<file path="src/rtl/fmul_norm_round_if.sv">
`default_nettype none
// ============================================================================
// Module   : fmul_norm_round_if
// Brief    : Product-beat input and packed-result output handshake bundle
// Revision : 1.0
// ============================================================================
interface fmul_norm_round_if;
    logic        in_valid;
    logic        in_ready;
    logic        in_sign;
    logic [9:0]  in_exp;
    logic [47:0] in_prod;
    logic [1:0]  in_special;
    logic [1:0]  rm;
    logic        out_valid;
    logic        out_ready;
    logic [31:0] out_result;
    logic [2:0]  out_flags;

    modport master (
        output in_valid, in_sign, in_exp, in_prod, in_special, rm, out_ready,
        input  in_ready, out_valid, out_result, out_flags
    );

    modport slave (
        input  in_valid, in_sign, in_exp, in_prod, in_special, rm, out_ready,
        output in_ready, out_valid, out_result, out_flags
    );
endinterface
`default_nettype wire

</file>
<file path="src/rtl/fmul_norm_round.sv">
`default_nettype none
// ============================================================================
// Module   : fmul_norm_round
// Brief    : FP32 multiply back end: normalize (S1), round/pack (S2), elastic
// Revision : 1.0
// ============================================================================
module fmul_norm_round #(
    parameter logic [31:0] QNAN = 32'h7FC00000
) (
    input  logic             clk,
    input  logic             clrn,
    fmul_norm_round_if.slave bus
);
    localparam logic [1:0] c_SP_NORMAL = 2'b00;
    localparam logic [1:0] c_SP_ZERO   = 2'b01;
    localparam logic [1:0] c_SP_INF    = 2'b10;
    localparam logic [1:0] c_SP_NAN    = 2'b11;
    localparam logic [1:0] c_RM_RNE    = 2'b00;
    localparam logic [1:0] c_RM_RZ     = 2'b01;
    localparam logic [1:0] c_RM_RP     = 2'b10;
    localparam logic [1:0] c_RM_RM     = 2'b11;
    localparam logic signed [11:0] c_EXP_MAX = 12'sd255;

    logic               s1_valid_q,   s1_valid_d;
    logic               s1_sign_q,    s1_sign_d;
    logic signed [11:0] s1_exp_q,     s1_exp_d;
    logic [22:0]        s1_frac_q,    s1_frac_d;
    logic               s1_guard_q,   s1_guard_d;
    logic               s1_sticky_q,  s1_sticky_d;
    logic [1:0]         s1_special_q, s1_special_d;
    logic [1:0]         s1_rm_q,      s1_rm_d;
    logic               out_valid_q,  out_valid_d;
    logic [31:0]        out_result_q, out_result_d;
    logic [2:0]         out_flags_q,  out_flags_d;

    logic               w_s2_load;
    logic               w_in_ready;
    logic signed [11:0] w_exp_in;
    logic               w_inc;
    logic [23:0]        w_sum;
    logic signed [11:0] w_exp_r;
    logic               w_inexact;
    logic               w_max_finite;
    logic [31:0]        w_result;
    logic [2:0]         w_flags;

    assign w_s2_load  = ~out_valid_q | bus.out_ready;
    assign w_in_ready = ~s1_valid_q | w_s2_load;
    assign w_exp_in   = {{2{bus.in_exp[9]}}, bus.in_exp};

    assign bus.in_ready   = w_in_ready;
    assign bus.out_valid  = out_valid_q;
    assign bus.out_result = out_result_q;
    assign bus.out_flags  = out_flags_q;

    // S1: normalize the product so the hidden bit sits just above frac
    always_comb begin
        s1_valid_d   = s1_valid_q;
        s1_sign_d    = s1_sign_q;
        s1_exp_d     = s1_exp_q;
        s1_frac_d    = s1_frac_q;
        s1_guard_d   = s1_guard_q;
        s1_sticky_d  = s1_sticky_q;
        s1_special_d = s1_special_q;
        s1_rm_d      = s1_rm_q;
        if (w_in_ready) begin
            s1_valid_d = bus.in_valid;
            if (bus.in_valid) begin
                s1_sign_d    = bus.in_sign;
                s1_rm_d      = bus.rm;
                s1_special_d = (bus.in_special == c_SP_NORMAL && bus.in_prod == 48'h0)
                             ? c_SP_ZERO : bus.in_special;
                if (bus.in_prod[47]) begin
                    s1_frac_d   = bus.in_prod[46:24];
                    s1_guard_d  = bus.in_prod[23];
                    s1_sticky_d = |bus.in_prod[22:0];
                    s1_exp_d    = w_exp_in + 12'sd1;
                end else begin
                    s1_frac_d   = bus.in_prod[45:23];
                    s1_guard_d  = bus.in_prod[22];
                    s1_sticky_d = |bus.in_prod[21:0];
                    s1_exp_d    = w_exp_in;
                end
            end
        end
    end

    // S2: round, detect range errors, pack
    always_comb begin
        w_inc = 1'b0;
        case (s1_rm_q)
            c_RM_RNE: w_inc = s1_guard_q & (s1_sticky_q | s1_frac_q[0]);
            c_RM_RZ:  w_inc = 1'b0;
            c_RM_RP:  w_inc = ~s1_sign_q & (s1_guard_q | s1_sticky_q);
            default:  w_inc = s1_sign_q & (s1_guard_q | s1_sticky_q);
        endcase
        w_sum        = {1'b0, s1_frac_q} + {23'h0, w_inc};
        w_exp_r      = s1_exp_q + (w_sum[23] ? 12'sd1 : 12'sd0);
        w_inexact    = s1_guard_q | s1_sticky_q;
        w_max_finite = (s1_rm_q == c_RM_RZ)
                     | ((s1_rm_q == c_RM_RP) & s1_sign_q)
                     | ((s1_rm_q == c_RM_RM) & ~s1_sign_q);
        w_result     = {s1_sign_q, w_exp_r[7:0], w_sum[22:0]};
        w_flags      = {2'b00, w_inexact};
        case (s1_special_q)
            c_SP_ZERO: begin
                w_result = {s1_sign_q, 31'h0};
                w_flags  = 3'b000;
            end
            c_SP_INF: begin
                w_result = {s1_sign_q, 8'hFF, 23'h0};
                w_flags  = 3'b000;
            end
            c_SP_NAN: begin
                w_result = QNAN;
                w_flags  = 3'b000;
            end
            default: begin
                if (w_exp_r >= c_EXP_MAX) begin
                    w_result = w_max_finite ? {s1_sign_q, 31'h7F7FFFFF}
                                            : {s1_sign_q, 8'hFF, 23'h0};
                    w_flags  = 3'b101;
                end else if (w_exp_r <= 12'sd0) begin
                    w_result = {s1_sign_q, 31'h0};
                    w_flags  = 3'b011;
                end
            end
        endcase
    end

    always_comb begin
        out_valid_d  = out_valid_q;
        out_result_d = out_result_q;
        out_flags_d  = out_flags_q;
        if (w_s2_load) begin
            out_valid_d = s1_valid_q;
            if (s1_valid_q) begin
                out_result_d = w_result;
                out_flags_d  = w_flags;
            end
        end
    end

    always_ff @(posedge clk or negedge clrn) begin
        if (!clrn) begin
            s1_valid_q   <= 1'b0;
            s1_sign_q    <= 1'b0;
            s1_exp_q     <= 12'sd0;
            s1_frac_q    <= 23'h0;
            s1_guard_q   <= 1'b0;
            s1_sticky_q  <= 1'b0;
            s1_special_q <= 2'b00;
            s1_rm_q      <= 2'b00;
            out_valid_q  <= 1'b0;
            out_result_q <= 32'h0;
            out_flags_q  <= 3'b000;
        end else begin
            s1_valid_q   <= s1_valid_d;
            s1_sign_q    <= s1_sign_d;
            s1_exp_q     <= s1_exp_d;
            s1_frac_q    <= s1_frac_d;
            s1_guard_q   <= s1_guard_d;
            s1_sticky_q  <= s1_sticky_d;
            s1_special_q <= s1_special_d;
            s1_rm_q      <= s1_rm_d;
            out_valid_q  <= out_valid_d;
            out_result_q <= out_result_d;
            out_flags_q  <= out_flags_d;
        end
    end
endmodule
`default_nettype wire

</file>
<file path="src/flat_wrapper.sv">
// flat-port wrapper written by rule: the top's interface ports become plain ports
module fmul_norm_round_flat 
#(
    parameter logic [31:0] QNAN = 32'h7FC00000
)
  (clk, clrn, bus_in_valid, bus_in_sign, bus_in_exp, bus_in_prod, bus_in_special, bus_rm, bus_out_ready, bus_in_ready, bus_out_valid, bus_out_result, bus_out_flags);
  fmul_norm_round_if bus_i ();
  input  logic clk;
  input  logic clrn;
  input wire logic [$bits(bus_i.in_valid)-1:0] bus_in_valid;
  input wire logic [$bits(bus_i.in_sign)-1:0] bus_in_sign;
  input wire logic [$bits(bus_i.in_exp)-1:0] bus_in_exp;
  input wire logic [$bits(bus_i.in_prod)-1:0] bus_in_prod;
  input wire logic [$bits(bus_i.in_special)-1:0] bus_in_special;
  input wire logic [$bits(bus_i.rm)-1:0] bus_rm;
  input wire logic [$bits(bus_i.out_ready)-1:0] bus_out_ready;
  output wire logic [$bits(bus_i.in_ready)-1:0] bus_in_ready;
  output wire logic [$bits(bus_i.out_valid)-1:0] bus_out_valid;
  output wire logic [$bits(bus_i.out_result)-1:0] bus_out_result;
  output wire logic [$bits(bus_i.out_flags)-1:0] bus_out_flags;
  assign bus_i.in_valid = bus_in_valid;
  assign bus_i.in_sign = bus_in_sign;
  assign bus_i.in_exp = bus_in_exp;
  assign bus_i.in_prod = bus_in_prod;
  assign bus_i.in_special = bus_in_special;
  assign bus_i.rm = bus_rm;
  assign bus_i.out_ready = bus_out_ready;
  assign bus_in_ready = bus_i.in_ready;
  assign bus_out_valid = bus_i.out_valid;
  assign bus_out_result = bus_i.out_result;
  assign bus_out_flags = bus_i.out_flags;
  fmul_norm_round #(.QNAN(QNAN)) u_core (.clk(clk), .clrn(clrn), .bus(bus_i));
endmodule
</file>
<file path="config.mk">
export PLATFORM = sky130hd
export DESIGN_NAME = fmul_norm_round_flat
export DESIGN_NICKNAME = d
export VERILOG_FILES = /design/src/rtl/fmul_norm_round_if.sv /design/src/rtl/fmul_norm_round.sv /design/src/flat_wrapper.sv
export SDC_FILE = /design/constraint.sdc
export NUM_CORES = 1
export LEC_CHECK = 0
export BUFFER_PORTS_ARGS = -buffer_cell sky130_fd_sc_hd__buf_4
export CORE_MARGIN = 2
export CORE_UTILIZATION = 35
export CTS_CLUSTER_SIZE = 16
export DETAILED_ROUTE_END_ITERATION = 10
export PLACE_DENSITY_LB_ADDON = 0.3
export SYNTH_ARGS = -nofsm -noshare
export SYNTH_HDL_FRONTEND = slang
export SYNTH_SLANG_ARGS = --single-unit
</file>
<file path="constraint.sdc">
create_clock -name clk -period 5 [get_ports clk]
set_input_delay 0.5 -clock clk [delete_from_list [all_inputs] [get_ports clk]]
set_output_delay 0.5 -clock clk [all_outputs]
set_load 0.05 [all_outputs]
</file>
Word level (Yosys, flattened, before mapping)
Cells that the tools add are included.
Widths: inputs -> output; s select.
{"block": "word_totals", "regBits": 79, "word_cells": 59, "output_inout_bits": 37}
{"block": "classes", "addsub": 3, "bitwise_logic": 14, "n_mux": 14, "n_eq_ne": 6, "order_cmp": 2, "n_reduce_logical": 9}
{"op": "$pmux 32 s3", "count": 1}
{"op": "$mux 31", "count": 2}
{"op": "$logic_not 48->1", "count": 1}
{"op": "$add 23x1->24", "count": 1}
{"op": "$mux 24", "count": 1}
{"op": "$mux 23", "count": 1}
{"op": "$reduce_or 23->1", "count": 1}
{"op": "$reduce_or 22->1", "count": 1}
{"op": "$add 12x12->12", "count": 1}
{"op": "$ge 12x9->1 const B", "count": 1}
{"op": "$le 12x1->1 const B", "count": 1}
{"op": "$mux 12", "count": 1}
{"op": "$add 10x2->11 const B", "count": 1}
{"op": "$eq 2x2->1 const B", "count": 4}
{"op": "$mux 3", "count": 2}
{"op": "$or 1x1->1", "count": 6}
{"op": "$and 1x1->1", "count": 5}
{"op": "$eq 2x1->1 const B", "count": 2}
{"op": "$logic_not 2->1", "count": 2}
{"op": "$mux 2", "count": 2}
{"op": "$reduce_and 2->1", "count": 2}
{"op": "$mux 1", "count": 3}
{"op": "$not 1->1", "count": 3}
{"op": "$pmux 1 s3", "count": 1}
{"op": "other kinds (2)", "count": 2}

Depth between registers and ports, before layout
Gate-level depths: netlist of the first run.
{"block": "depth", "depth_word": 10, "mapped_depth": 18}

Worst setup path before layout of the first run
No wires, ideal clock.
{"block": "synth_path", "path_type": "register -> register", "start": "register u_core.s1_rm_q[1]", "end": "register u_core.out_result_q[10], in the netlist u_core.bus.out_result[10]", "arrival_ns": 3.926, "stages_incl_launch_ff": 19, "period_less_slack_ns": 4.006, "setup_slack_ns": 0.994, "path_cell_list": "dfrtp_1 -> nor2b_1 -> ha_1 -> o211ai_1 -> nand2_1 -> ha_1 -> nand4_1 -> or3_1 -> nor2_1 -> and3_1 -> ha_1 -> ha_1 -> nand3_2 -> nor2_2 -> xnor2_1 -> o32a_2 -> or3_1 -> buf_2 -> o211ai_2"}
{"block": "synth_between", "elab_chain_len": 9, "elab_cells_between_ends": 18, "classes_between": "add/sub (2); order compare (2); eq/ne (3); mux (6); bitwise (4); reduce/logical (1)"}
{"item": "start, declared", "line_no": "fmul_norm_round.sv:31", "rtl": "logic [1:0] s1_rm_q, s1_rm_d;"}
{"item": "start signal, assigned", "line_no": "fmul_norm_round.sv:165", "rtl": "s1_rm_q <= s1_rm_d;"}
{"item": "$eq 2x2->1 (tied with other cells)", "line_no": "fmul_norm_round.sv:91, fmul_norm_round.sv:101"}
{"item": "$pmux 1 s3", "line_no": "fmul_norm_round.sv:91", "rtl": "case (s1_rm_q)"}
{"item": "$add 23x1->24", "line_no": "fmul_norm_round.sv:97", "rtl": "w_sum = {1'b0, s1_frac_q} + {23'h0, w_inc};"}
{"item": "$mux 1", "line_no": "fmul_norm_round.sv:98", "rtl": "w_exp_r = s1_exp_q + (w_sum[23] ? 12'sd1 : 12'sd0);"}
{"item": "$add 12x12->12", "line_no": "fmul_norm_round.sv:98"}
{"item": "$le 12x1->1", "line_no": "fmul_norm_round.sv:123", "rtl": "end else if (w_exp_r <= 12'sd0) begin"}
{"item": "$mux 31", "line_no": "fmul_norm_round.sv:123"}
{"item": "$mux 31 *", "line_no": "fmul_norm_round.sv:119", "rtl": "if (w_exp_r >= c_EXP_MAX) begin"}
{"item": "$pmux 32 s3 *", "line_no": "fmul_norm_round.sv:105", "rtl": "case (s1_special_q)"}
{"item": "end signal, assigned", "line_no": "fmul_norm_round.sv:167", "rtl": "out_result_q <= out_result_d;"}
{"item": "end, declared", "line_no": "fmul_norm_round.sv:33", "rtl": "logic [31:0] out_result_q, out_result_d;"}
Every way passes the cells marked *; elsewhere a longest branch is shown, timed or not.
A chain may end at the register's enable or synchronous reset.

Worst setup path in the final report of the first run
{"block": "layout_path", "start": "register u_core.s1_rm_q[1]", "end": "register u_core.out_result_q[21], in the netlist u_core.bus.out_result[21]"}
The elaborated chain is that of the path after synthesis.

==> Flow_metrics.wiki, run 1 <==
{| class="wikitable"
! Metric !! Value
|-
| Vias per Instance || ~5.0
|-
| Horiz. Die Dim || around 120 µm
|-
| Number of enable-type register cells in the synthesized netlist || 0
|-
| Placed wire-length estimate after detailed placement || 8200 µm
|-
| Worst R2R Path Depth || 16
|-
| XOR/XNOR Fraction of Synth Area || about 7.5%
|-
| Max stage delay on crit path || ~0.56 ns
|-
| Number of antenna violations at the first check in global routing || 0
|-
| Number of nets still failing antenna checks after routing || 0
|-
| Critical path start-end classification || register to register
|-
| Count of cells resized by post-cts repair || 0
|-
| Worst Max-Slew Pin Slew || between 0.9 and 1 ns
|-
| Area of the mapped netlist || about 0.0044 mm²
|-
| PortBufs || approximately 100
|-
| Gp weighted congestion || 0.885
|-
| Min-Delay Path Class || input port to asynchronous set/reset pin
|-
| RSZ-0062 raised after global routing || no
|-
| Final setup fails || 0
|-
| Fin Setup TNS || 0 ns
|-
| Post-synthesis sequential area ratio || about 44%
|-
| Later-pin clock latency in the skew report || around 0.33 ns
|-
| Total instance count after detailed placement || a little over 700
|-
| Distinct cells, synth || just over 50
|-
| Syn_area_per_cell || a little under 10 µm²
|-
| Clock network fraction of design power || 29.5%
|-
| Ordered list of cells on the worst path || nor2b_1 > ha_1 > o211ai_1 > nand2_1 > ha_1 > nand4_1 > or3_1 > nor2_1 > and3_1 > ha_1 > ha_1 > nand3_2 > o41ai_2 > o32a_2 > or3b_4 > o211ai_1
|-
| RR Startpoint || u_core.s1_rm_q[1]$_DFFE_PN0P_
|-
| Drc violations || 0
|-
| Clock Pin Slew Worst Setup and Hold Paths || 0.06 ns
|-
| Critical path origin || u_core.s1_rm_q[1]$_DFFE_PN0P_
|-
| Commonest non-fill, non-tap cell in the layout || sky130_fd_sc_hd__buf_4
|-
| Arrival time of the worst setup path || between 4 and 5 ns
|-
| TritonCTS clock tree || done
|-
| Htree depth || 3
|-
| Area occupied by multi-input gates || between 0.002 and 0.0025 mm²
|-
| Setup skew after layout || about 0.009 ns
|-
| Final Cycle Share || between 80% and 90%
|-
| FF/Latch Area || about 0.0020 mm²
|-
| Synth warnings || 0
|-
| Logic pwr share || around 30%
|-
| Switching portion of total power || between 30% and 40%
|-
| Number of fillers in the final layout || roughly 1,200
|-
| Switching component of the power || about 730 µW
|-
| Async set-reset flop share out of synthesis || 100%
|-
| Overall die height || between 100 and 150 µm
|-
| Final worst hold slack || ~0.33 ns
|-
| GRT Overall Usage || 16.2%
|-
| Max-slew violation count || 0
|-
| Number of global-route vias before repair || about 3,600
|-
| Wire length of the first global-routing pass || approximately 17,000 µm
|-
| Net count of the finished layout || 622
|-
| Via count || 3,611
|-
| Pin count of the biggest net entering global routing || 79
|-
| End of the critical path || u_core.bus.out_result[21]$_DFFE_PN0P_
|-
| Average routed wire per standard cell || 14.6 µm
|-
| Final instance area || 0.00559 mm²
|-
| Post-route minimum period || 4.44 ns
|-
| Peak supply drop || approximately 0.16 mV
|-
| Internal power of the cells || roughly 1300 µW
|-
| Core Box Area || roughly 0.012 mm²
|-
| Endpoint required time on the critical path || around 5.3 ns
|-
| Max Freq || between 200 and 250 MHz
|-
| Total power per unit cell area || 371 mW/mm²
|-
| Fraction of synthesized area in multiplexers || between 6 and 7%
|-
| Maximum clock path buffer count || 2
|-
| Die area || about 0.014 mm²
|-
| # Post-CTS Setup Buffers || 0
|-
| Flip-flop and latch count after synthesis || 78
|-
| Fin util || 44.8%
|-
| Final cell count without fillers || just over 700
|-
| Post-synthesis share of cell area spent on and, or, nand and nor gates || around 21%
|-
| Most used DFF post-synth || sky130_fd_sc_hd__dfrtp_1
|-
| Result of the run || complete, no violations
|-
| Root buffer selected by CTS || sky130_fd_sc_hd__clkbuf_16
|-
| Fraction of final layout cells sized beyond drive strength 1 || roughly 28%
|-
| Top fanout value on the critical path || 21
|-
| Count of max-cap constraint violations || 0
|-
| Synth Instances || roughly 450
|-
| Post-synthesis compound-gate area fraction || approximately 16%
|-
| Site Rows || 41
|-
| Initial detailed-routing violation count || between 150 and 200
|-
| Worst R2R Setup Slack || 0.56 ns
|-
| Share of synthesized cell area in full adder, half adder and majority cells || under 10%
|-
| Initial Utilization || a little over a third
|-
| Critical Path End Type || register
|-
| Iteration count of the initial detailed-routing pass || 4
|-
| Antenna fix cells || 0
|-
| Crit Reg-Reg Endpoint || u_core.bus.out_result[21]$_DFFE_PN0P_
|-
| Leakage || ~0.0025 µW
|-
| Wirelength, routed || about 11,000 µm
|-
| Most frequent cells in the layout || sky130_fd_sc_hd__buf_4, sky130_fd_sc_hd__nand2_1, sky130_fd_sc_hd__dfrtp_1, sky130_fd_sc_hd__o21ai_0, sky130_fd_sc_hd__mux2i_1
|-
| Hold_buf cts || 0
|-
| Count of clock tree sinks || 78
|-
| Slowest stage cell on the critical path || sky130_fd_sc_hd__or3b_4
|-
| Hold Violations, Final || 0
|-
| Placement-stage cell area || approximately 0.0053 mm²
|-
| Area overhead of the layout relative to synthesis || 26.5%
|-
| Crit path launch type || register
|-
| Seq pwr share || between 40% and 50%
|-
| Nets in the synthesized netlist || between 500 and 600
|-
| Worst max-slew margin expressed relative to the limit || a little under two fifths
|-
| Total grt overflow || 0
|-
| Cell repeated most along the worst path || sky130_fd_sc_hd__ha_1
|-
| Number of CTS-inserted buffers || 9
|-
| Largest family of logic cells by synthesized area || simple AND/OR/NAND/NOR gates
|-
| Number of primary I/O pins || between 100 and 150
|}
-- sequential cells by signal (all words and copies together), names as in the netlist --
register / count
u_core.bus.out_valid: 1
u_core.s1_sticky_q: 1
u_core.s1_exp_q: 11
u_core.s1_valid_q: 1
u_core.s1_rm_q: 2
u_core.s1_frac_q: 23
u_core.s1_guard_q: 1
u_core.s1_sign_q: 1
u_core.s1_special_q: 2
u_core.bus.out_result: 32
u_core.bus.out_flags: 3
-- synth_stat cells, types with 6 or more instances --
master,count,area [µm²]
sky130_fd_sc_hd__nand2_1,91,342
sky130_fd_sc_hd__dfrtp_1,78,1950
sky130_fd_sc_hd__o21ai_0,36,180
sky130_fd_sc_hd__mux2i_1,25,250
sky130_fd_sc_hd__nor2_1,20,75.1
sky130_fd_sc_hd__o211ai_2,20,250
sky130_fd_sc_hd__xnor2_1,20,175
sky130_fd_sc_hd__xor2_1,18,158
sky130_fd_sc_hd__nor4_1,13,81.3
sky130_fd_sc_hd__nand3_1,12,60.1
sky130_fd_sc_hd__clkbuf_1,10,37.5
sky130_fd_sc_hd__nand4_1,10,62.6
sky130_fd_sc_hd__and3_1,8,50.1
sky130_fd_sc_hd__ha_1,7,87.6
sky130_fd_sc_hd__a21oi_1,6,30.0
sky130_fd_sc_hd__o221a_1,6,67.6
-- power by group through the flow --
stage | Clock [µW] | Sequential, µW | Combinational (µW)
2_1_floorplan | 0 | 1010 | 241
5_1_grt | 647 | 859 | 667
6_report | 610 | 843 | 617
3_3_place_gp | 0 | 849 | 614
4_1_cts | 621 | 843 | 623
3_5_place_dp | 0 | 854 | 621
-- cell type report --
cell class / instances / share of cell area, %
Clock buffer: 12 / 4.23
Multi-Input combinational cell: 349 / 41.9
Tap cell: 172 / 3.85
Timing Repair Buffer: 105 / 14.1
Sequential cell: 78 / 34.9
Clock inverter: 2 / 0.627
Inverter: 5 / 0.336
-- cells by family after synthesis --
family	count (synthesis)
AOI/OAI and AO/OA	89
xor gates and xnor gates	38
DFF	78
buffers and inverters	26
adders and majority gates	7
and+or+nand+nor	186
muxes	29
-- metal layers --
metal / GRT usage [%] / vias up / share of wire, %
met1: 23.0 / 1674 / 49
met5: 0 / - / 0
met2: 24.6 / 108 / 44
li1: - / 1812 / -
met4: 7.30 / 0 / 2.1
met3: 2.44 / 17 / 5.2
-- metrics by stage --
step           power (µW)  setup slack (ns)
6_report             2070             0.564
3_5_place_dp         1470             0.569
3_3_place_gp         1460             0.712
5_1_grt              2170             0.209
4_1_cts              2090             0.555
2_1_floorplan        1250             0.994
-- worst min-delay path by stage --
| stage | start | slack (ns) | end | cells after the start |
|---|---|---|---|---|
| CTS | clrn | 0.36 | u_core.s1_exp_q[7]$_DFFE_PN0P_ | 1 |
| floorplan | clrn | 0.20 | u_core.bus.out_flags[0]$_DFFE_PN0P_ | 0 |
| global route | bus_in_valid | 0.40 | u_core.s1_valid_q$_DFFE_PN0N_ | 2 |
| detailed placement | u_core.bus.out_flags[2]$_DFFE_PN0P_ | 0.47 | u_core.bus.out_flags[2]$_DFFE_PN0P_ | 1 |
| global placement | u_core.bus.out_flags[2]$_DFFE_PN0P_ | 0.48 | u_core.bus.out_flags[2]$_DFFE_PN0P_ | 1 |
| finish | clrn | 0.33 | u_core.s1_exp_q[7]$_DFFE_PN0P_ | 1 |
-- worst max-delay path, delay by kind of cell, from the launching register on --
kind | cells | cell delay [ns]
adders and majority gates | 4 | 0.86
DFF | 1 | 0.41
AOI/OAI and AO/OA | 4 | 0.98
and+or+nand+nor | 8 | 2.10
Note: power is estimated with default switching activity, not from simulation.
==> run 2, diff against run 1 <==
CELL_PAD_IN_SITES_DETAIL_PLACEMENT = 1   (was unset)
CELL_PAD_IN_SITES_GLOBAL_PLACEMENT = 2   (was unset)
clock period = 5.35 ns   (was 5 ns; I/O delays follow)
==> run 2 against run 1 <==
- global-route usage up 1.4 points
- core utilization barely moved
- die area unchanged
- maximum frequency increased by 0.38%
- final cell count is the same
- sequential power is 6.6% lower
- non-clock buffer count unchanged
- register-to-register slack improved by 0.37 ns
- critical path depth unchanged
- count of clock-buffer cells in the layout up 1
- critical endpoint unchanged
==> Flow_metrics.wiki, run 2 (same netlist as run 1, synthesis figures left out) <==
{| class="wikitable"
! Metric !! Value
|-
| Leakage || roughly 0.0025 µW
|-
| Number of antenna violations at the first check in global routing || 0
|-
| Kind of cell adding the most delay to the critical path || simple AND/OR/NAND/NOR gates
|-
| Max Freq || roughly 230 MHz
|-
| Vias per Instance || ~5
|-
| Top fanout value on the critical path || 21
|-
| Ordered list of cells on the worst path || nor2b_1 > ha_1 > o211ai_1 > nand2_1 > ha_1 > nand4_1 > or3_1 > nor2_1 > and3_1 > ha_1 > ha_1 > nand3_2 > o41ai_2 > o32a_2 > or3b_4 > o211ai_1
|-
| Horiz. Die Dim || approximately 120 µm
|-
| Gp weighted congestion || 0.851
|-
| Commonest non-fill, non-tap cell in the layout || sky130_fd_sc_hd__buf_4
|-
| GRT Overall Usage || between 10% and 20%
|-
| TritonCTS clock tree || done
|-
| Root buffer selected by CTS || sky130_fd_sc_hd__clkbuf_16
|-
| Fin Setup TNS || 0 ns
|-
| Later-pin clock latency in the skew report || roughly 0.33 ns
|-
| Maximum clock path buffer count || 2
|-
| Count of cells resized by post-cts repair || 0
|-
| Number of nets still failing antenna checks after routing || 0
|-
| Number of global-route vias before repair || around 3,600
|-
| Die area || around 0.014 mm²
|-
| Slowest stage cell on the critical path || sky130_fd_sc_hd__or3b_4
|-
| Hold_buf cts || 0
|-
| # Post-CTS Setup Buffers || 0
|-
| Critical Path End Type || register
|-
| Count of buffer and inverter cells on the critical path || 0
|-
| Pin count of the biggest net entering global routing || 79
|-
| Net count of the finished layout || just over 600
|-
| Max stage delay on crit path || between 0.5 and 0.6 ns
|-
| Count of max-cap constraint violations || 0
|-
| Wirelength, routed || around 11,000 µm
|-
| Initial detailed-routing violation count || ~130
|-
| Min-Delay Path Class || input port to asynchronous set/reset pin
|-
| Antenna fix cells || 0
|-
| Endpoint required time on the critical path || between 5 and 6 ns
|-
| RSZ-0062 raised after global routing || no
|-
| Average routed wire per standard cell || between 15 and 20 µm
|-
| Critical path start-end classification || register to register
|-
| Cell repeated most along the worst path || sky130_fd_sc_hd__ha_1
|-
| Final setup fails || 0
|-
| Count of clock tree sinks || 78
|-
| Setup skew after layout || slightly below 0.006 ns
|-
| Htree depth || 3
|-
| Clock Pin Slew Worst Setup and Hold Paths || 0.06 ns
|-
| Drc violations || 0
|-
| Via count || 3,573
|-
| Critical path depth || 16
|-
| Total power per unit cell area || 346 mW/mm²
|-
| Iteration count of the initial detailed-routing pass || 4
|-
| Max-slew violation count || 0
|-
| Peak supply drop || 0.154 mV
|-
| Worst max-slew margin expressed relative to the limit || between 30 and 40%
|-
| Final worst hold slack || between 0.3 and 0.4 ns
|-
| Crit path launch type || register
|-
| Result of the run || complete, no violations
|-
| Post-route minimum period || around 4.4 ns
|-
| Hold Violations, Final || 0
|-
| Site Rows || 41
|-
| Number of fillers in the final layout || between 1,000 and 1,500
|-
| Total grt overflow || 0
|-
| Worst R2R Path Depth || 16
|-
| Wire length of the first global-routing pass || around 18,000 µm
|-
| Area overhead of the layout relative to synthesis || 26.6%
|-
| Number of primary I/O pins || about 100
|-
| PortBufs || around 100
|-
| Final Cycle Share || 82.6%
|-
| Max reg flops || 32
|-
| Number of CTS-inserted buffers || 9
|-
| Arrival time of the worst setup path || 4.67 ns
|-
| Initial Utilization || 35.4%
|-
| Core Box Area || 0.0125 mm²
|-
| Overall die height || approximately 120 µm
|-
| Placed wire-length estimate after detailed placement || just under 9000 µm
|-
| Most frequent cells in the layout || sky130_fd_sc_hd__buf_4, sky130_fd_sc_hd__nand2_1, sky130_fd_sc_hd__dfrtp_1, sky130_fd_sc_hd__o21ai_0, sky130_fd_sc_hd__mux2i_1
|-
| Worst Max-Slew Pin Slew || around 0.97 ns
|-
| Fraction of final layout cells sized beyond drive strength 1 || about 28%
|}
run 2: cell types whose count changed in the layout (fill, tap and decap cells not counted):
cell,previous run,this run
sky130_fd_sc_hd__clkbuf_8,0,3
sky130_fd_sc_hd__clkbuf_1,3,1
sky130_fd_sc_hd__bufinv_16,1,0
run 2: path summary, 6_finish.rpt:
kind,start,end,slack [ns]
min,clrn,u_core.bus.out_result[10]$_DFFE_PN0P_,0.36
max in group asynchronous,clrn,u_core.s1_exp_q[8]$_DFFE_PN0P_,4.38
max reg2reg,u_core.s1_rm_q[1]$_DFFE_PN0P_,u_core.bus.out_result[21]$_DFFE_PN0P_,0.93
max,u_core.s1_rm_q[1]$_DFFE_PN0P_,u_core.bus.out_result[21]$_DFFE_PN0P_,0.93
min in group clk,bus_in_valid,u_core.s1_valid_q$_DFFE_PN0N_,0.42
min reg2reg,u_core.bus.out_flags[2]$_DFFE_PN0P_,u_core.bus.out_flags[2]$_DFFE_PN0P_,0.48
run 2: where the power goes:
part           switching [µW]  total, µW  internal [µW]  leakage [µW]
combinational             365        579            214       0.00144
clock                     221        567            346      0.000138
sequential                101        787            686      0.000970
total                     687       1930           1250       0.00255
run 2: worst register-to-register path: stages, from the launching register on:
cell and delay, ns:
sky130_fd_sc_hd__dfrtp_1 0.41, sky130_fd_sc_hd__nor2b_1 0.15, sky130_fd_sc_hd__ha_1 0.27, sky130_fd_sc_hd__o211ai_1 0.08, sky130_fd_sc_hd__nand2_1 0.07, sky130_fd_sc_hd__ha_1 0.20, sky130_fd_sc_hd__nand4_1 0.23, sky130_fd_sc_hd__or3_1 0.51
sky130_fd_sc_hd__nor2_1 0.19, sky130_fd_sc_hd__and3_1 0.21, sky130_fd_sc_hd__ha_1 0.15, sky130_fd_sc_hd__ha_1 0.24, sky130_fd_sc_hd__nand3_2 0.18, sky130_fd_sc_hd__o41ai_2 0.40, sky130_fd_sc_hd__o32a_2 0.26, sky130_fd_sc_hd__or3b_4 0.55
sky130_fd_sc_hd__o211ai_1 0.22
run 2: metrics by stage:
| step | setup slack (ns) | util [%] | area, µm² | power, µW | instances |
|---|---|---|---|---|---|
| 3_3_place_gp | 1.04 | 42.6 | 5320 | 1370 | 709 |
| 2_1_floorplan | 1.34 | - | 4420 | 1170 | 453 |
| 3_5_place_dp | 0.888 | 42.6 | 5320 | 1380 | 709 |
| 6_report | 0.931 | 44.8 | 5590 | 1930 | 723 |
| 4_1_cts | 0.894 | 44.8 | 5590 | 1960 | 723 |
| 5_1_grt | 0.647 | 44.8 | 5590 | 2050 | 723 |
run 2: cell type report:
type,instances,area [µm²],area share (%)
clock buffer,13,270,4.83
clock inverter,1,5.00,0.0895
inverter,5,18.8,0.336
multi-input combinational,349,2340,41.9
sequential,78,1950,34.9
tap,172,215,3.85
timing repair buffer,105,788,14.1
run 2: layer usage:
metal,vias to the layer above,track usage [%],share of wire [%]
met3,7,2.91,4.6
met2,83,25.3,42
met1,1674,26.8,52
li1,1809,-,-
met4,0,5.95,0.98
met5,-,0,0
==> run 3, diff against run 2 <==
CORE_UTILIZATION = 30   (was 35)
clock period = 3.6 ns   (was 5.35 ns; I/O delays follow)
==> run 3 against run 2 <==
- the flow now finishes with violations (setup timing)
- sequential share of layout area shrank 2.9 points
- total power grew 53%
- design area grew 9.0%
- critical path depth grew 2
==> Flow_metrics.wiki, run 3 (same netlist as run 1, synthesis figures left out) <==
{| class="wikitable"
! Metric !! Value
|-
| Endpoint required time on the critical path || 3.85 ns
|-
| Pin count of the biggest net entering global routing || 79
|-
| Via count || between 3,000 and 4,000
|-
| Count of clock tree sinks || 78
|-
| Count of max-cap constraint violations || 0
|-
| Peak supply drop || roughly 0.23 mV
|-
| Critical Path End Type || register
|-
| Top fanout value on the critical path || 4
|-
| Fraction of final layout cells sized beyond drive strength 1 || a little over a third
|-
| Number of nets still failing antenna checks after routing || 0
|-
| PortBufs || approximately 100
|-
| Arrival time of the worst setup path || 4.03 ns
|-
| Initial Utilization || ~30%
|-
| Final instance area || just over 0.006 mm²
|-
| Gp weighted congestion || 0.794
|-
| Area overhead of the layout relative to synthesis || 37.9%
|-
| Commonest non-fill, non-tap cell in the layout || sky130_fd_sc_hd__buf_4
|-
| Overall die height || 125 µm
|-
| Number of fillers in the final layout || ~1,700
|-
| Crit path launch type || register
|-
| Worst Max-Slew Pin Slew || a little over 1 ns
|-
| Total power after layout || around 3000 µW
|-
| Average routed wire per standard cell || between 15 and 20 µm
|-
| Total power per unit cell area || a little under 500 mW/mm²
|-
| Number of antenna violations at the first check in global routing || 0
|-
| Min-Delay Path Class || input port to asynchronous set/reset pin
|-
| Leakage || between 0.002 and 0.003 µW
|-
| Drc violations || 0
|-
| Site Rows || 44
|-
| Final worst hold slack || between 0.15 and 0.2 ns
|-
| Hold Violations, Final || 0
|-
| Wire length of the first global-routing pass || 21,800 µm
|-
| Wirelength, routed || ~13,000 µm
|-
| Final cell count without fillers || slightly below 800
|-
| Failing checks || setup timing
|-
| Max reg flops || 32
|-
| Later-pin clock latency in the skew report || 0.33 ns
|-
| Critical path start-end classification || register to register
|-
| Core Box Area || between 0.01 and 0.015 mm²
|-
| Horiz. Die Dim || roughly 130 µm
|-
| TritonCTS clock tree || done
|-
| Die area || roughly 0.016 mm²
|-
| Max Freq || roughly 260 MHz
|-
| Result of the run || finished with violations
|-
| Htree depth || 3
|-
| Placement-stage cell area || approximately 0.0056 mm²
|-
| Final setup fails || 32
|-
| Max-slew violation count || 0
|-
| Placed wire-length estimate after detailed placement || approximately 9800 µm
|-
| Root buffer selected by CTS || sky130_fd_sc_hd__clkbuf_16
|-
| Hold_buf cts || 0
|-
| GRT Overall Usage || between 10% and 20%
|-
| Clock Pin Slew Worst Setup and Hold Paths || approximately 0.06 ns
|-
| Final worst slack || -0.183 ns
|-
| RSZ-0062 raised after global routing || yes
|-
| Worst slack, placed || -0.233 ns
|-
| Total instance count after detailed placement || between 700 and 800
|-
| Net count of the finished layout || about 660
|-
| Final Cycle Share || 105%
|-
| Post-route minimum period || 3.78 ns
|-
| Setup skew after layout || between 0.006 and 0.007 ns
|-
| Number of primary I/O pins || between 100 and 150
|-
| Number of CTS-inserted buffers || 9
|-
| Initial detailed-routing violation count || 149
|-
| Antenna fix cells || 0
|-
| Number of global-route vias before repair || ~4,100
|-
| Iteration count of the initial detailed-routing pass || 4
|-
| Total grt overflow || 0
|-
| Vias per Instance || ~5
|-
| Most frequent cells in the layout || sky130_fd_sc_hd__buf_4, sky130_fd_sc_hd__nand2_1, sky130_fd_sc_hd__dfrtp_1, sky130_fd_sc_hd__o21ai_0, sky130_fd_sc_hd__mux2i_1
|-
| Maximum clock path buffer count || 2
|-
| Worst max-slew margin expressed relative to the limit || between 30 and 40%
|}
## run 3: changes by cell type in the layout (fill, tap and decap cells not counted), moves of 2 or more
cell                       previous run  this run
sky130_fd_sc_hd__ha_4                 0         4
sky130_fd_sc_hd__and3_1               8         6
sky130_fd_sc_hd__or3_4                0         5
sky130_fd_sc_hd__or3b_4               1         4
sky130_fd_sc_hd__or3_1                3         0
sky130_fd_sc_hd__clkbuf_1             1         3
sky130_fd_sc_hd__ha_1                 7         2
sky130_fd_sc_hd__nor2_4               0         2
sky130_fd_sc_hd__buf_4              105       133
sky130_fd_sc_hd__xnor2_1             20        18
## run 3: cell type report
cell class                 count  area, µm²  area share (%)
multi-input combinational    354       2590            42.5
sequential                    78       1950            32.0
timing repair buffer         135       1030            16.9
clock buffer                  14        264            4.33
tap                          184        230            3.78
inverter                       5       18.8           0.308
clock inverter                 1       5.00          0.0822
## run 3: critical path, cell delays in order (launching register included)
cell and delay (ns):
sky130_fd_sc_hd__dfrtp_1 0.38, sky130_fd_sc_hd__nor2b_4 0.13, sky130_fd_sc_hd__ha_4 0.25, sky130_fd_sc_hd__o211ai_1 0.09, sky130_fd_sc_hd__nand2_1 0.08, sky130_fd_sc_hd__ha_2 0.18, sky130_fd_sc_hd__nand4_1 0.10, sky130_fd_sc_hd__or3_4 0.37
sky130_fd_sc_hd__nor2_4 0.12, sky130_fd_sc_hd__and3_4 0.23, sky130_fd_sc_hd__ha_4 0.14, sky130_fd_sc_hd__ha_4 0.15, sky130_fd_sc_hd__nand3_4 0.14, sky130_fd_sc_hd__nor2_4 0.20, sky130_fd_sc_hd__xnor2_4 0.09, sky130_fd_sc_hd__or4_4 0.56
sky130_fd_sc_hd__buf_6 0.15, sky130_fd_sc_hd__a21bo_1 0.18, sky130_fd_sc_hd__a31oi_1 0.16
## run 3: what timing repair did
| action | CTS | global route |
|---|---|---|
| setup buffers | 4 | 4 |
| endpoints found under the setup margin | 31 | 33 |
| gates cloned | 4 | 1 |
| resized for setup | 11 | 6 |
| pin swaps | 3 | 5 |
## run 3: layer usage
| metal | vias up | global-route usage [%] | wire, µm |
|---|---|---|---|
| li1 | 1890 | - | - |
| met1 | 1878 | 24.5 | 6410 |
| met2 | 94 | 26.7 | 6030 |
| met3 | 10 | 2.91 | 555 |
| met4 | 0 | 5.88 | 180 |
| met5 | - | 0 | 0 |
## run 3: stage by stage
| stage | TNS, ns | utilization [%] |
|---|---|---|
| finish | -3.88 | 42.1 |
| global route | -9.21 | 42.1 |
| CTS | -3.06 | 41.5 |
| detailed placement | -5.30 | 38.7 |
| global placement | -0.981 | 38.7 |
| floorplan | -1.99 | - |
## run 3: path summary, 6_finish.rpt
| check | startpoint | to | slack [ns] | cells past startpoint |
|---|---|---|---|---|
| max in group asynchronous | clrn | u_core.bus.out_result[24]$_DFFE_PN0P_ | 2.74 | 1 |
| min reg2reg | u_core.bus.out_flags[2]$_DFFE_PN0P_ | u_core.bus.out_flags[2]$_DFFE_PN0P_ | 0.49 | 1 |
| max | u_core.s1_rm_q[1]$_DFFE_PN0P_ | u_core.bus.out_result[23]$_DFFE_PN0P_ | -0.18 | 18 |
| min in group clk | bus_in_valid | u_core.s1_valid_q$_DFFE_PN0N_ | 0.26 | 2 |
| max reg2reg | u_core.s1_rm_q[1]$_DFFE_PN0P_ | u_core.bus.out_result[23]$_DFFE_PN0P_ | -0.18 | 18 |
| min | clrn | u_core.s1_frac_q[5]$_DFFE_PN0P_ | 0.19 | 1 |
## run 3: where the power goes
| group | internal (µW) | total, µW | switching (µW) |
|---|---|---|---|
| clock network | 500 | 827 | 327 |
| logic | 373 | 961 | 588 |
| registers | 1020 | 1180 | 155 |
